File: config.mk
export PLATFORM = sky130hd
export DESIGN_NAME = ram_fifo_ctrl
export DESIGN_NICKNAME = d
export VERILOG_FILES = /design/src/rtl/fifo_pkg.sv /design/src/rtl/ram_fifo_ctrl.sv
export SDC_FILE = /design/constraint.sdc
export NUM_CORES = 1
export LEC_CHECK = 0
export ABC_AREA = 1
export BUFFER_PORTS_ARGS = -buffer_cell sky130_fd_sc_hd__buf_2
export CORE_MARGIN = 2
export CORE_UTILIZATION = 45
export DETAILED_ROUTE_END_ITERATION = 10
export PLACE_DENSITY_LB_ADDON = 0.08
export SYNTH_ARGS = -nofsm -noshare
export SYNTH_HDL_FRONTEND = slang
export SYNTH_SLANG_ARGS = --single-unit
File: constraint.sdc
create_clock -name clk -period 3.5 [get_ports clk]
set_input_delay 0.7 -clock clk [delete_from_list [all_inputs] [get_ports clk]]
set_output_delay 0.7 -clock clk [all_outputs]
set_load 0.01 [all_outputs]
File: src/rtl/fifo_pkg.sv
`default_nettype none
// ============================================================================
// Module      : fifo_pkg
// Description : Shared sizing constants for the RAM-backed FIFO controller.
// Revision    : 1.0 - initial release
// ============================================================================
package fifo_pkg;

    localparam int c_DATA_W = 8;
    localparam int c_ADDR_W = 4;
    localparam int c_DEPTH  = 2 ** c_ADDR_W;

endpackage
`default_nettype wire

File: src/rtl/ram_fifo_ctrl.sv
`default_nettype none
// ============================================================================
// Module      : ram_fifo_ctrl
// Description : FIFO controller driving an external single-port RAM with a
//               registered read port, plus one registered output word.
// Revision    : 1.0 - initial release
// ============================================================================
module ram_fifo_ctrl
    import fifo_pkg::*;
#(
    parameter int DATA_W = c_DATA_W,
    parameter int ADDR_W = c_ADDR_W,
    parameter int DEPTH  = c_DEPTH      // must equal 2**ADDR_W
) (
    input  logic              clk,
    input  logic              rst,
    input  logic              in_valid,
    output logic              in_ready,
    input  logic [DATA_W-1:0] in_data,
    output logic              out_valid,
    input  logic              out_ready,
    output logic [DATA_W-1:0] out_data,
    output logic              ram_wr_en,
    output logic [ADDR_W-1:0] ram_addr,
    output logic [DATA_W-1:0] ram_wdata,
    input  logic [DATA_W-1:0] ram_rdata,
    output logic [ADDR_W:0]   level,
    output logic              full,
    output logic              empty
);

    localparam logic [ADDR_W:0] c_LEVEL_FULL = (ADDR_W+1)'(DEPTH);

    logic [ADDR_W-1:0] wr_ptr_q, wr_ptr_d;
    logic [ADDR_W-1:0] rd_ptr_q, rd_ptr_d;
    logic [ADDR_W:0]   level_q, level_d;
    logic              pending_q, pending_d;
    logic              out_valid_q, out_valid_d;
    logic [DATA_W-1:0] out_data_q, out_data_d;

    logic w_rd_issue;
    logic w_wr_fire;

    // Reads win the single RAM port; in_ready therefore sees out_ready combinationally.
    always_comb begin
        w_rd_issue = (level_q != '0) && !pending_q && (!out_valid_q || out_ready);
        in_ready   = !rst && (level_q != c_LEVEL_FULL) && !w_rd_issue;
        w_wr_fire  = in_valid && in_ready;
    end

    always_comb begin
        wr_ptr_d    = wr_ptr_q;
        rd_ptr_d    = rd_ptr_q;
        level_d     = level_q;
        pending_d   = w_rd_issue;
        out_valid_d = out_valid_q;
        out_data_d  = out_data_q;

        if (w_wr_fire) begin
            wr_ptr_d = wr_ptr_q + ADDR_W'(1);
            level_d  = level_q + (ADDR_W+1)'(1);
        end
        if (w_rd_issue) begin
            rd_ptr_d = rd_ptr_q + ADDR_W'(1);
            level_d  = level_q - (ADDR_W+1)'(1);
        end

        if (out_valid_q && out_ready) begin
            out_valid_d = 1'b0;
        end
        // ram_rdata is only meaningful in the cycle right after a read issue.
        if (pending_q) begin
            out_valid_d = 1'b1;
            out_data_d  = ram_rdata;
        end
    end

    always_ff @(posedge clk or posedge rst) begin
        if (rst) begin
            wr_ptr_q    <= '0;
            rd_ptr_q    <= '0;
            level_q     <= '0;
            pending_q   <= 1'b0;
            out_valid_q <= 1'b0;
            out_data_q  <= '0;
        end else begin
            wr_ptr_q    <= wr_ptr_d;
            rd_ptr_q    <= rd_ptr_d;
            level_q     <= level_d;
            pending_q   <= pending_d;
            out_valid_q <= out_valid_d;
            out_data_q  <= out_data_d;
        end
    end

    assign ram_wr_en = w_wr_fire;
    assign ram_addr  = w_wr_fire ? wr_ptr_q : rd_ptr_q;
    assign ram_wdata = w_wr_fire ? in_data : '0;
    assign out_valid = out_valid_q;
    assign out_data  = out_data_q;
    assign level     = level_q;
    assign full      = (level_q == c_LEVEL_FULL);
    assign empty     = (level_q == '0);

endmodule
`default_nettype wire

==> flow_metrics.py <==
metrics = {
    "outcome": {
        "status": "finished, final reports clean",
    },
    "layout": {
        "layout-drive-gt1-share": 0.3802,
        "nFillCells": 240,
        "num_antenna_cells": 0,
        "nets": 219,
        "area_delta_synth_final_pct": 20.02,
    },
    "floorplanning": {
        "die_h_um": 58.14,
        "initial_core_util": 0.4741,
        "die_area_um2": 3380,
        "io_pins": 50,
        "die-width_um": 58.14,
        "core_area_um2": 2781,
        "rows": 19,
    },
    "synthesis": {
        "postSynthCellCount": 142,
        "ys_async_sr_fraction": 1.000,
        "yosys-top-cells-area": "dfrtp_1 44%, nand2_1 9.7%, mux2_2 6.8%",
        "synth-edff-count": 0,
        "synth_cell_types": 23,
        "ys.flop_type": "dfrtp_1",
        "ys_top_cells_by_count": "34 x nand2_1, 23 x dfrtp_1, 21 x inv_1, 14 x nor2_1, 10 x nand3_1",
        "synth_area_per_cell_um2": 9.287,
        "synth_largest_area_cell": "dfrtp_1",
        "yosysMostFrequentCell": "nand2_1",
        "syn_area_um2": 1319,
        "ys_warn_count": 0,
        "synth_nets": 168,
        "synth_seq_cells": 23,
        "yosysSeqAreaShare": 0.4364,
        "synth_top_area_frac": 0.4364,
    },
    "critical_path": {
        "crit_path_max_fanout": 25,
        "setup.worst_path.end": "ram_addr[2]",
        "required_ns": 2.80,
        "critical_path.startpoint": "level[1]$_DFFE_PP0P_",
        "reg2reg_from": "level[1]$_DFFE_PP0P_",
        "worstSetupStartpointType": "flip-flop",
        "worstPathArrival_ns": 2.06,
        "critPathCaptureType": "primary output",
        "r2r-end": "level[4]$_DFFE_PP0P_",
        "critPathKind": "flip-flop to primary output",
        "reg2reg_depth": 13,
        "reg2reg_slack_ns": 1.34,
    },
    "grt": {
        "grt_pass1_vias": 994,
        "grt_overflow": 0,
        "antenna_found_initial": 0,
        "grt_usage": 0.1601,
        "grt_max_degree": 26,
        "grt_pass1_wl_um": 4215,
    },
    "timing": {
        "holdWs_ns": 0.4916,
        "slew_headroom": 0.7320,
        "hold_viol_final": 0,
        "setup_viol": 0,
        "rsz0062_at_grt": "false",
        "final-max-slew-violation-count": 0,
        "skew_ns": 0.002409,
        "period_minus_slack_ns": 2.763,
        "setup-tns-final_ns": 0,
        "finalWorstSetupSlack_ns": 0.7371,
        "tightest_slew_ns": 0.4020,
        "fin_crit_sh": 0.7894,
        "fmax_mhz": 361.9,
    },
    "drt": {
        "via_per_inst": 4.686,
        "drc": 0,
        "first_pass_iters": 4,
        "drt-total-wl_um": 2378,
        "wire_per_inst_um": 10.66,
        "ant_nets": 0,
        "drt_iter0_markers": 6,
        "vias": 1045,
    },
    "clock_network": {
        "clock-sinks": 23,
        "clock_latency_ns": 0.30,
        "cts_setup_buffers": 0,
        "cts_max_path_buffers": 2,
        "root_buffer": "clkbuf_4",
        "cts_tree": "built",
        "cts_made_buffers": 3,
        "cts_resized": 0,
        "cts_hold_buf": 0,
        "htree_num_levels": 1,
        "clk_pin_slew_ns": 0.12,
    },
    "place": {
        "dpl_worst_slack_ns": 0.8816,
        "gp_congestion": 0.8435,
        "io_buffer_count": 49,
        "hpwlAfterDp_um": 1911,
    },
    "worst_hold_path": {
        "hold_path_class": "input port to asynchronous set/reset pin",
    },
    "power": {
        "pwr-share-seq": 0.363,
        "p_sw_frac": 0.4497,
        "p_leak_nw": 0.9246,
        "clkPwrFrac": 0.080,
        "switchingPower_uw": 667.0,
        "power.density_nw_per_um2": 937.1,
        "irDropWorstVdd_v": 0.0005414,
        "combPwrFrac": 0.557,
        "p_int_uw": 816.2,
    },
    "job": {
        "cap_violations": 0,
    },
}
[how the worst min path moves through the flow]
stage | startpoint | endpoint | slack [ns] | depth (start not counted)
2_1_floorplan | wr_ptr_q[1]$_DFFE_PP0P_ | wr_ptr_q[1]$_DFFE_PP0P_ | 0.50 | 2
3_3_place_gp | out_data[5]$_DFFE_PP0P_ | out_data[5]$_DFFE_PP0P_ | 0.49 | 1
3_5_place_dp | out_data[5]$_DFFE_PP0P_ | out_data[5]$_DFFE_PP0P_ | 0.49 | 1
4_1_cts | rst | out_data[3]$_DFFE_PP0P_ | 0.49 | 3
5_1_grt | rst | wr_ptr_q[2]$_DFFE_PP0P_ | 0.51 | 3
6_report | rst | level[4]$_DFFE_PP0P_ | 0.49 | 3
[critical path, cell delays in order (launching register included)]
cell	delay, ns
dfrtp_1	0.45
nor2_1	0.21
nand3_2	0.14
nand2_4	0.18
nand4_4	0.32
inv_2	0.20
nand2_1	0.07
nand2_1	0.05
buf_2	0.13
[cell usage in the layout (no fill, tap or decap)]
master / count
nand2_1: 34
buf_4: 1
inv_6: 1
nand3_1: 10
dfrtp_1: 23
mux2_2: 8
buf_2: 49
xnor2_1: 3
nand4_4: 2
inv_1: 21
ha_1: 5
nand3_2: 1
a21oi_4: 1
o21ai_2: 3
clkbuf_1: 1
nand2_4: 1
o21ai_0: 1
fa_1: 1
nor2_1: 14
nor2_2: 1
inv_2: 1
a21oi_1: 2
clkbuf_4: 3
nand2_2: 1
xor2_1: 4
[power by group through the flow]
stage | clock network, mW | logic [mW] | registers, mW
final | 0.119 | 0.826 | 0.538
after global routing | 0.136 | 0.955 | 0.563
after CTS | 0.125 | 0.843 | 0.543
after detailed placement | 0 | 0.841 | 0.548
after global placement | 0 | 0.829 | 0.543
after floorplan | 0 | 0.646 | 0.553
[cell type report]
class	count	area, um^2	share of cell area
Tap cell	31	38.79	0.02451
Inverter	23	91.34	0.05771
Multi-Input combinational cell	92	598.1	0.3779
Sequential cell	23	575.6	0.3636
Clock buffer	4	26.28	0.01660
Timing Repair Buffer	50	252.7	0.1597
[routing by layer]
layer	wire, um	GRT usage	vias to the layer above
li1	-	-	540
met1	1057	0.2040	472
met2	1146	0.2630	29
met3	129	0.04241	4
met4	43	0.05648	0
met5	0	0	-
[flip-flops by register name, summed over array words and instances (netlist names)]
signal / cells
out_data: 8
level: 5
rd_ptr_q: 4
wr_ptr_q: 4
out_valid: 1
pending_q: 1
[cells by family (layout without fill, tap and decap cells)]
family | after synthesis | in the layout | share of synthesized area
simple gates | 64 | 64 | 0.2325
buf+inv | 27 | 77 | 0.1101
flops | 23 | 23 | 0.4364
mux | 8 | 8 | 0.06831
compound gates | 7 | 7 | 0.04365
xor+xnor | 7 | 7 | 0.04649
fa+ha+maj | 6 | 6 | 0.06262
[through the flow]
step / utilization / instances / total power, mW / area [um^2]
after global placement: 0.5596 / 219 / 1.372 / 1556
final: 0.5691 / 223 / 1.483 / 1583
after detailed placement: 0.5596 / 219 / 1.389 / 1556
after global routing: 0.5691 / 223 / 1.655 / 1583
after floorplan: - / 142 / 1.199 / 1319
after CTS: 0.5691 / 223 / 1.511 / 1583
(Power assumes the default switching activity.)
